File: src/rtl/updown_counter_4bit_pkg.sv
// Shared constants and the action decode for the up/down counter.
package updown_counter_4bit_pkg;

    // Default counter width.
    localparam int CNT_W = 4;

    // Direction encoding on the select input.
    localparam logic DIR_UP   = 1'b0;
    localparam logic DIR_DOWN = 1'b1;

    // What the counter does on the next edge, reset excluded.
    typedef enum logic [1:0] {
        ACT_HOLD = 2'd0,
        ACT_LOAD = 2'd1,
        ACT_UP   = 2'd2,
        ACT_DOWN = 2'd3
    } cnt_act_e;

    // Resolve the control inputs into one action.
    // Load beats counting; with no load and no enable the value holds.
    function automatic cnt_act_e decode_action(
        input logic load,
        input logic enable,
        input logic select
    );
        cnt_act_e act;
        if (load) begin
            act = ACT_LOAD;
        end else if (enable) begin
            act = (select == DIR_UP) ? ACT_UP : ACT_DOWN;
        end else begin
            act = ACT_HOLD;
        end
        return act;
    endfunction

endpackage

File: src/rtl/updown_counter_4bit_next_state.sv
// Combinational next-count logic: load, count up/down modulo 2^WIDTH, or hold.
// Reset is applied by the register in the top level, not here.
module updown_counter_4bit_next_state
    import updown_counter_4bit_pkg::*;
#(
    parameter int WIDTH = CNT_W
) (
    input  logic [WIDTH-1:0] cnt,
    input  logic [WIDTH-1:0] data,
    input  logic             load,
    input  logic             enable,
    input  logic             select,
    output logic [WIDTH-1:0] cnt_next
);

    cnt_act_e act;

    assign act = decode_action(load, enable, select);

    // Select the next value; natural WIDTH-bit overflow gives the wrap-around.
    always_comb begin
        cnt_next = cnt;
        unique case (act)
            ACT_LOAD: cnt_next = data;
            ACT_UP:   cnt_next = cnt + WIDTH'(1);
            ACT_DOWN: cnt_next = cnt - WIDTH'(1);
            default:  cnt_next = cnt;
        endcase
    end

endmodule

File: src/rtl/updown_counter_4bit.sv
// Synchronous up/down counter with parallel load and count enable.
// Priority on each rising edge: rst, then load, then enable (direction by select).
module updown_counter_4bit
    import updown_counter_4bit_pkg::*;
#(
    parameter int WIDTH = CNT_W
) (
    input  logic             clk,
    input  logic             rst,
    input  logic [WIDTH-1:0] data,
    input  logic             load,
    input  logic             enable,
    input  logic             select,
    output logic [WIDTH-1:0] out
);

    logic [WIDTH-1:0] cnt_q;
    logic [WIDTH-1:0] cnt_d;

    updown_counter_4bit_next_state #(
        .WIDTH (WIDTH)
    ) u_next_state (
        .cnt      (cnt_q),
        .data     (data),
        .load     (load),
        .enable   (enable),
        .select   (select),
        .cnt_next (cnt_d)
    );

    // Count register; synchronous reset overrides every other input.
    always_ff @(posedge clk) begin
        if (rst) begin
            cnt_q <= '0;
        end else begin
            cnt_q <= cnt_d;
        end
    end

    // Output comes straight from the register, no path from inputs.
    assign out = cnt_q;

endmodule

File: config.mk
export PLATFORM = sky130hd
export DESIGN_NAME = updown_counter_4bit
export DESIGN_NICKNAME = d
export VERILOG_FILES = /design/src/rtl/updown_counter_4bit_pkg.sv /design/src/rtl/updown_counter_4bit_next_state.sv /design/src/rtl/updown_counter_4bit.sv
export SDC_FILE = /design/constraint.sdc
export NUM_CORES = 1
export LEC_CHECK = 0
export CORE_AREA = 2 2 39 41
export CTS_CLUSTER_SIZE = 25
export DETAILED_ROUTE_END_ITERATION = 10
export DIE_AREA = 0 0 41 43
export GPL_TIMING_DRIVEN = 1
export HOLD_SLACK_MARGIN = 0.03
export MAX_ROUTING_LAYER = met4
export PLACE_DENSITY = 0.48
export SLEW_MARGIN = 20
export SYNTH_ARGS = -nofsm -noshare
export SYNTH_HDL_FRONTEND = slang
export SYNTH_SLANG_ARGS = --single-unit
export TNS_END_PERCENT = 50
File: constraint.sdc
create_clock -name clk -period 6 [get_ports clk]
set_input_delay 1.2 -clock clk [delete_from_list [all_inputs] [get_ports clk]]
set_output_delay 1.2 -clock clk [all_outputs]
set_load 0.05 [all_outputs]
==> run_results.csv, run 1 <==
group,metric,value,unit
synthesis,synth-seq-cells,4,
synthesis,synthDistinctLibCells,20,
timing,fin_setup_tns,0,ns
synthesis,yosysTopAreaCell,"dfxtp_1",
clock_tree,clock_path_buffers,2,
synthesis,yosysWarnings,0,
clock_tree,clock_latency,0.24,ns
clock_tree,cts_buffers,3,
floorplan,die_h,43,microns
placed_design,port_buffers,12,
worst_setup_path,crit_arrival,3.27,ns
route,drtPass1Iterations,4,
global_route,antenna_found_initial,0,
clock_tree,cts_setup_buffers,0,
synthesis,synth_fp_nets,47,
route,drc,0,
global_route,grt_pass1_vias,253,
finish,largest_reg_flops,4,
timing,period_share,51.5,%
power,p_per_area,212,nW/um^2
global_route,grt_pass1_wl,1110,microns
timing,finalCriticalPeriod,3.09,ns
synthesis,synth.top_cell.area_share,26.4,%
timing,fmax,323,MHz
timing,whs,0.651,ns
synthesis,yosysSeqAreaShare,26.4,%
worst_setup_path,crit_fanout,13,
finish,utilization,33.1,%
worst_setup_path,cp_cell_sequence,"clkdlybuf4s50_1 > nand3b_1 > xnor2_1 > ha_1 > nor2_1 > mux2_4 > a2111oi_2 > nand3b_1",
route,wl,691,microns
status,run_status,"complete, no violations",
finish,final-instance-count-excl-fill,66,
clock_tree,cts_tree,"built",
timing,hold_viol_final,0,
placed_design,gp_congestion,0.627,
clock_tree,clkTransAtPathRegs,0.04,ns
synthesis,syn_area,303,sq um
floorplan,pin_count,13,
timing,setup_viol,0,
timing,rsz0062_at_grt,"false",
clock_tree,h-tree-depth,1,
worst_setup_path,critical_path.slowest_cell,"clkdlybuf4s50_1",
worst_setup_path,cp_slowest_stage_delay,0.62,ns
finish,area_growth,51.2,%
timing,clock_skew,0.00641,ns
floorplan,core_area,1380,sq um
floorplan,die_area,1760,sq um
placed_design,dp_hpwl,531,microns
clock_tree,clock-sinks,4,
floorplan,start_util,21.9,%
clock_tree,hold_buffers,0,
synthesis,ys_top_cells_by_area,"dfxtp_1, xnor2_1, nand3b_1",
route,num_vias,303,
clock_tree,cts-resized-gates,0,
power,total_power,96.9,uW
floorplan,fp-row-count,14,
worst_setup_path,critPathCaptureType,"flop",
route,wl_per_cell,10.5,microns
global_route,grt.total_usage,10.1,%
finish,fillCellCount,151,
timing,tightest_slew,0.489,ns
global_route,grt_max_degree,14,
finish,antenna_cells,0,
finish,layout.nets,62,
flow_run,maxCapViolations,0,
synthesis,avgSynthCellArea,8.18,sq um
power,p_leak,0.000159,uW
route,first_iter_violations,7,
worst_setup_path,worstSetupStartpointType,"input pin",
timing,relSlewSlack,67.3,%
route,vias_per_cell,4.59,
worst_setup_path,cp.required,6.18,ns
floorplan,die_x,41,microns
finish,drive_above_1_share,10.0,%
clock_tree,root_buffer,"clkbuf_4",
placed_design,dp.cells,63,
timing,finalMaxSlewViolations,0,
synthesis,synth_cells,37,
worst_setup_path,worst-setup-path-type,"in2reg",
global_route,grt-ovfl-total,0,
power,irDropWorstVdd,0.0000700,V
worst_setup_path,cpMostUsedCell,"nand3b_1",
route,ant_nets,0,
min_path,min_path_type,"reg2reg",
==> critical path, delay by kind of cell <==
kind | cells | cell delay [ns]
AOI/OAI and AO/OA | 1 | 0.34
muxes | 1 | 0.27
and+or+nand+nor | 3 | 0.48
xor gates and xnor gates | 1 | 0.17
buffers and inverters | 1 | 0.62
adders and majority gates | 1 | 0.18
==> cells in the final DEF, fill, tap and decap left out, drive strengths merged <==
master         count
clkdlybuf4s50     12
nor2               6
dfxtp              4
nand3b             3
xnor2              3
nand3              3
a21oi              3
clkbuf             3
nor3b              2
nor2b              1
mux2               1
inv                1
a2111oi            1
nor3               1
mux2i              1
nand4b             1
o211ai             1
nand2b             1
o221ai             1
ha                 1
==> power breakdown <==
part / total, uW / switching [uW] / internal, uW / leakage (uW)
combinational: 31.6 / 16.5 / 15.1 / 0.000112
sequential: 31.7 / 2.80 / 28.9 / 0.0000331
clock: 33.6 / 11.2 / 22.4 / 0.0000138
total: 96.9 / 30.5 / 66.4 / 0.000159
==> through the flow <==
stage / instance area (sq um) / setup WS [ns]
3_5_place_dp: 435 / 2.66
3_3_place_gp: 435 / 2.64
6_report: 458 / 2.91
5_1_grt: 458 / 2.73
2_1_floorplan: 303 / 3.24
4_1_cts: 458 / 2.90
==> path summary, 6_finish.rpt <==
path / start / end / slack (ns) / cells after the start
setup / recovery: load / out[2]$_SDFFE_PP0P_ / 2.91 / 8
hold / removal: out[2]$_SDFFE_PP0P_ / out[2]$_SDFFE_PP0P_ / 0.65 / 3
setup reg to reg: out[1]$_SDFFE_PP0P_ / out[2]$_SDFFE_PP0P_ / 4.40 / 6
hold reg to reg: out[2]$_SDFFE_PP0P_ / out[2]$_SDFFE_PP0P_ / 0.65 / 3
==> routing by layer <==
| layer | wire (microns) | up-vias | GRT usage (%) |
|---|---|---|---|
| met2 | 293 | 7 | 11.6 |
| met1 | 343 | 137 | 12.5 |
| met3 | 54 | 0 | 5.24 |
| met5 | 0 | - | - |
| li1 | - | 159 | - |
| met4 | 0 | 0 | 8.00 |
==> final cells by class <==
| cell class | count | area, sq um | area share [%] |
|---|---|---|---|
| clock buffers | 3 | 22.5 | 4.92 |
| inverters | 1 | 3.75 | 0.820 |
| multi-input cells | 30 | 211 | 46.2 |
| flip-flops and latches | 4 | 80.1 | 17.5 |
| well taps | 16 | 20.0 | 4.37 |
| repair buffers | 12 | 120 | 26.2 |
==> Yosys cell counts <==
cell and n:
nor2b_1 1, a2111oi_2 1, a21oi_1 3, o211ai_1 1, nand3_1 3, inv_1 1
ha_1 1, nand4b_1 1, dfxtp_1 4, nor2_1 6, nor3b_1 2, clkbuf_1 1
o221ai_1 1, mux2_4 1, nand3b_1 3, nand2b_1 1, buf_1 1, xnor2_1 3
mux2i_1 1, nor3_1 1
==> kinds of logic after synthesis <==
kind of cell             after synthesis  share of synthesized area, %
AO/OA/AOI/OAI                          6                          15.3
XOR/XNOR                               3                          8.68
adder cells (fa/ha/maj)                1                          4.13
buffers and inverters                  3                          3.72
flip-flops                             4                          26.4
multiplexers                           2                          8.26
AND/OR/NAND/NOR                       18                          33.5
Note: power is estimated with default switching activity, not from simulation.
==> run 2: changes to the inputs <==
--- a/config.mk
+++ b/config.mk
@@ -12,7 +12,7 @@
 export GPL_TIMING_DRIVEN = 1
 export HOLD_SLACK_MARGIN = 0.03
 export MAX_ROUTING_LAYER = met4
-export PLACE_DENSITY = 0.48
+export PLACE_DENSITY = 0.5
 export SLEW_MARGIN = 20
 export SYNTH_ARGS = -nofsm -noshare
 export SYNTH_HDL_FRONTEND = slang
==> constraint.sdc (replaced) <==
create_clock -name clk -period 2.5 [get_ports clk]
set_input_delay 0.5 -clock clk [delete_from_list [all_inputs] [get_ports clk]]
set_output_delay 0.5 -clock clk [all_outputs]
set_load 0.05 [all_outputs]
==> run_results.csv, run 2 (synthesized netlist as in run 1, its figures left out) <==
group,metric,value,unit
status,run_status,"complete, no violations",
placed_design,gp_congestion,0.656,
route,wl,698,microns
clock_tree,clock-sinks,4,
power,p_per_area,482,nW/um^2
route,wl_per_cell,10.1,microns
timing,finalMaxSlewViolations,0,
worst_setup_path,worstSetupStartpointType,"input pin",
timing,whs,0.664,ns
floorplan,core_area,1380,sq um
global_route,grt_max_degree,13,
global_route,grt-ovfl-total,0,
finish,most-common-layout-cells,"clkdlybuf4s50_1, nor2_1, dfxtp_1",
power,irDropWorstVdd,0.000206,V
flow_run,maxCapViolations,0,
clock_tree,h-tree-depth,1,
placed_design,dp_hpwl,568,microns
clock_tree,clock_path_buffers,2,
worst_setup_path,cp_cell_sequence,"clkdlybuf4s50_1 > nand3b_1 > xnor2_1 > ha_1 > nor2_1 > mux2_4 > a2111oi_2 > nand3b_1",
clock_tree,clock_latency,0.23,ns
finish,antenna_cells,0,
timing,clock_skew,0.00271,ns
placed_design,dpl_worst_slack,0.182,ns
worst_setup_path,critical_path_buf_inv_count,1,
floorplan,start_util,21.9,%
timing,tightest_slew,0.489,ns
route,drtPass1Iterations,1,
power,p_leak,0.000173,uW
placed_design,port_buffers,12,
clock_tree,cts_setup_buffers,0,
floorplan,die_area,1760,sq um
timing,relSlewSlack,67.3,%
finish,drive_above_1_share,15.1,%
timing,setup_viol,0,
worst_setup_path,cpMostUsedCell,"nand3b_1",
timing,hold_viol_final,0,
finish,area_growth,58.7,%
timing,period_share,83.2,%
finish,largest_reg_flops,4,
finish,final-instance-count-excl-fill,69,
min_path,min_path_type,"reg2reg",
worst_setup_path,worst-setup-path-type,"in2reg",
floorplan,pin_count,13,
route,ant_nets,0,
timing,setup_slack,0.420,ns
worst_setup_path,cp_slowest_stage_delay,0.42,ns
route,first_iter_violations,0,
worst_setup_path,crit_arrival,2.25,ns
global_route,grt_pass1_wl,1260,microns
timing,fin_setup_tns,0,ns
worst_setup_path,cpLargestDelayFamily,"buffers and inverters",
global_route,grt.total_usage,10.8,%
clock_tree,cts_buffers,3,
worst_setup_path,critical_path.slowest_cell,"clkdlybuf4s50_1",
timing,rsz0062_at_grt,"false",
route,num_vias,311,
worst_setup_path,crit_fanout,2,
finish,final_common_cell,"clkdlybuf4s50_1",
clock_tree,clkTransAtPathRegs,0.04,ns
timing,fmax,481,MHz
finish,layout.nets,65,
floorplan,die_x,41,microns
timing,finalCriticalPeriod,2.08,ns
worst_setup_path,critPathCaptureType,"flop",
global_route,antenna_found_initial,0,
placed_design,dp.cells,66,
route,vias_per_cell,4.51,
floorplan,die_h,43,microns
worst_setup_path,cp.required,2.67,ns
clock_tree,cts-resized-gates,0,
route,drc,0,
floorplan,fp-row-count,14,
clock_tree,cts_tree,"built",
global_route,grt_pass1_vias,298,
clock_tree,hold_buffers,0,
clock_tree,root_buffer,"clkbuf_4",
==> run 2: tightest hold or removal path, stage by stage, from the launching register on <==
cell and delay, ns:
dfxtp_1 0.34, inv_1 0.08, a2111oi_2 0.04, nand3b_1 0.14
==> run 2: area by class of cell <==
| cell class | count | area, sq um |
|---|---|---|
| inverters | 1 | 3.75 |
| clock buffers | 3 | 22.5 |
| flip-flops and latches | 4 | 80.1 |
| fillers | 152 | 903 |
| repair buffers | 15 | 143 |
| multi-input cells | 30 | 211 |
| well taps | 16 | 20.0 |
==> run 2: metrics by stage <==
step | cell area, sq um | utilization, % | total power (uW)
2_1_floorplan | 303 | - | 124
3_5_place_dp | 458 | 33.1 | 158
6_report | 480 | 34.7 | 232
5_1_grt | 480 | 34.7 | 248
4_1_cts | 480 | 34.7 | 237
3_3_place_gp | 458 | 33.1 | 158
==> run 2: power by group <==
group / switching, uW / internal [uW] / total, uW
Clock: 22.1 / 53.4 / 75.5
Combinational: 40.2 / 39.3 / 79.5
Sequential: 6.99 / 69.5 / 76.5
==> run 2: final timing paths <==
kind | startpoint | end | slack [ns] | cells after the start
setup reg to reg | out[1]$_SDFFE_PP0P_ | out[2]$_SDFFE_PP0P_ | 0.89 | 6
setup / recovery | load | out[2]$_SDFFE_PP0P_ | 0.42 | 8
hold reg to reg | out[2]$_SDFFE_PP0P_ | out[2]$_SDFFE_PP0P_ | 0.66 | 3
hold / removal | out[2]$_SDFFE_PP0P_ | out[2]$_SDFFE_PP0P_ | 0.66 | 3
==> run 2: per-layer routing <==
metal | GRT usage [%] | share of wire (%) | vias up
met4 | 6.00 | 0 | 0
met3 | 1.57 | 2.7 | 0
li1 | - | - | 166
met2 | 15.3 | 48 | 5
met1 | 14.1 | 49 | 140
met5 | - | 0 | -
==> run 3: changes to the inputs <==
--- a/config.mk
+++ b/config.mk
@@ -12,7 +12,7 @@
 export GPL_TIMING_DRIVEN = 1
 export HOLD_SLACK_MARGIN = 0.03
 export MAX_ROUTING_LAYER = met4
-export PLACE_DENSITY = 0.5
+export PLACE_DENSITY = 0.48
 export SLEW_MARGIN = 20
 export SYNTH_ARGS = -nofsm -noshare
 export SYNTH_HDL_FRONTEND = slang
==> constraint.sdc (replaced) <==
create_clock -name clk -period 1.92 [get_ports clk]
set_input_delay 0.384 -clock clk [delete_from_list [all_inputs] [get_ports clk]]
set_output_delay 0.384 -clock clk [all_outputs]
set_load 0.05 [all_outputs]
==> run_results.csv, run 3 (synthesized netlist as in run 1, its figures left out) <==
group,metric,value,unit
finish,layout.nets,65,
power,p_per_area,639,nW/um^2
clock_tree,clock-sinks,4,
worst_setup_path,critical_path.slowest_cell,"clkdlybuf4s50_1",
global_route,grt_pass1_vias,280,
floorplan,die_x,41,microns
worst_setup_path,cp_slowest_stage_delay,0.81,ns
timing,setup_viol,0,
finish,largest_reg_flops,4,
floorplan,fp-row-count,14,
floorplan,die_h,43,microns
route,vias_per_cell,4.59,
timing,whs,0.661,ns
timing,relSlewSlack,67.1,%
worst_setup_path,cp_cell_sequence,"clkdlybuf4s50_1",
global_route,grt-ovfl-total,0,
global_route,grt_pass1_wl,1150,microns
finish,fillCellCount,147,
finish,most-common-layout-cells,"nor2_1, clkdlybuf4s50_1, buf_4",
min_path,min_from,"out[2]$_SDFFE_PP0P_",
clock_tree,h-tree-depth,1,
placed_design,dp.cells,66,
flow_run,maxCapViolations,0,
route,wl_per_cell,10.4,microns
worst_setup_path,worstSetupStartpointType,"flop",
floorplan,die_area,1760,sq um
clock_tree,clock_path_buffers,2,
timing,finalCriticalPeriod,1.77,ns
timing,fin_setup_tns,0,ns
global_route,grt.total_usage,9.88,%
worst_setup_path,cp.required,1.54,ns
finish,final-instance-count-excl-fill,69,
placed_design,port_buffers,12,
placed_design,gp_congestion,0.709,
finish,area_growth,55.8,%
finish,antenna_cells,0,
timing,tightest_slew,0.491,ns
power,p_leak,0.000180,uW
worst_setup_path,cpLargestDelayFamily,"buffers and inverters",
route,num_vias,317,
placed_design,dp_hpwl,572,microns
timing,rsz0062_at_grt,"false",
clock_tree,root_buffer,"clkbuf_4",
clock_tree,cts_tree,"built",
floorplan,start_util,21.9,%
status,run_status,"complete, no violations",
worst_setup_path,critical_path_buf_inv_count,1,
clock_tree,hold_buffers,0,
clock_tree,clkTransAtPathRegs,0.04,ns
timing,fmax,564,MHz
min_path,min_path_type,"reg2reg",
route,wl,718,microns
floorplan,pin_count,13,
finish,drive_above_1_share,22.6,%
route,drtPass1Iterations,4,
timing,period_share,92.3,%
timing,hold_viol_final,0,
timing,clock_skew,0.000508,ns
worst_setup_path,crit_arrival,1.39,ns
worst_setup_path,worst-setup-path-type,"reg2out",
route,drc,0,
worst_setup_path,timing.rr.start,"out[1]$_SDFFE_PP0P_",
worst_setup_path,crit_fanout,3,
global_route,grt_max_degree,13,
clock_tree,clock_latency,0.23,ns
route,first_iter_violations,9,
power,irDropWorstVdd,0.000235,V
clock_tree,cts_buffers,3,
worst_setup_path,critPathCaptureType,"output pin",
route,ant_nets,0,
floorplan,core_area,1380,sq um
worst_setup_path,crit_path_start,"out[3]$_SDFFE_PP0P_",
timing,finalMaxSlewViolations,0,
global_route,antenna_found_initial,0,
## run 3: changes by cell type in the layout (fill, tap and decap cells not counted)
cell and delta:
buf_4 +3, dlygate4sd2_1 +3, clkdlybuf4s50_1 -6, ha_1 -1
ha_2 +1
## run 3: stage by stage
| stage | area (sq um) | utilization, % | power (uW) | setup WS, ns |
|---|---|---|---|---|
| after CTS | 472 | 34.1 | 307 | 0.136 |
| after detailed placement | 450 | 32.5 | 204 | -0.268 |
| after global placement | 450 | 32.5 | 204 | -0.283 |
| final | 472 | 34.1 | 301 | 0.147 |
| after floorplan | 304 | - | 162 | 0.0493 |
| after global routing | 472 | 34.1 | 321 | 0.0657 |
## run 3: final timing paths
path / endpoint / slack [ns] / depth (start not counted)
worst max-delay path: out[3] / 0.15 / 1
worst min-delay path: out[2]$_SDFFE_PP0P_ / 0.66 / 3
worst max register to register: out[2]$_SDFFE_PP0P_ / 0.34 / 6
worst min register to register: out[2]$_SDFFE_PP0P_ / 0.66 / 3
## run 3: repair_timing
| action | CTS | global route |
|---|---|---|
| gates resized for setup | 4 | 0 |
| endpoints found under the setup margin | 1 | 0 |
| buffers inserted | 0 | 0 |
## run 3: metal layers
layer	share of wire, %	GRT usage (%)
met1	49	12.9
met2	45	13.8
met3	5.4	3.14
met4	0	4.00
met5	0	-
## run 3: layout make-up
class / count / area [sq um] / share of cell area (%)
flip-flops and latches: 4 / 80.1 / 17.0
clock buffers: 3 / 22.5 / 4.77
repair buffers: 15 / 131 / 27.9
well taps: 16 / 20.0 / 4.24
multi-input cells: 30 / 214 / 45.4
inverters: 1 / 3.75 / 0.796
## run 3: power by group
group | leakage [uW] | switching, uW | internal (uW)
sequential | 0.0000331 | 9.10 | 90.5
clock | 0.0000138 | 31.3 | 69.7
combinational | 0.000133 | 53.1 | 47.7
total | 0.000180 | 93.5 | 208
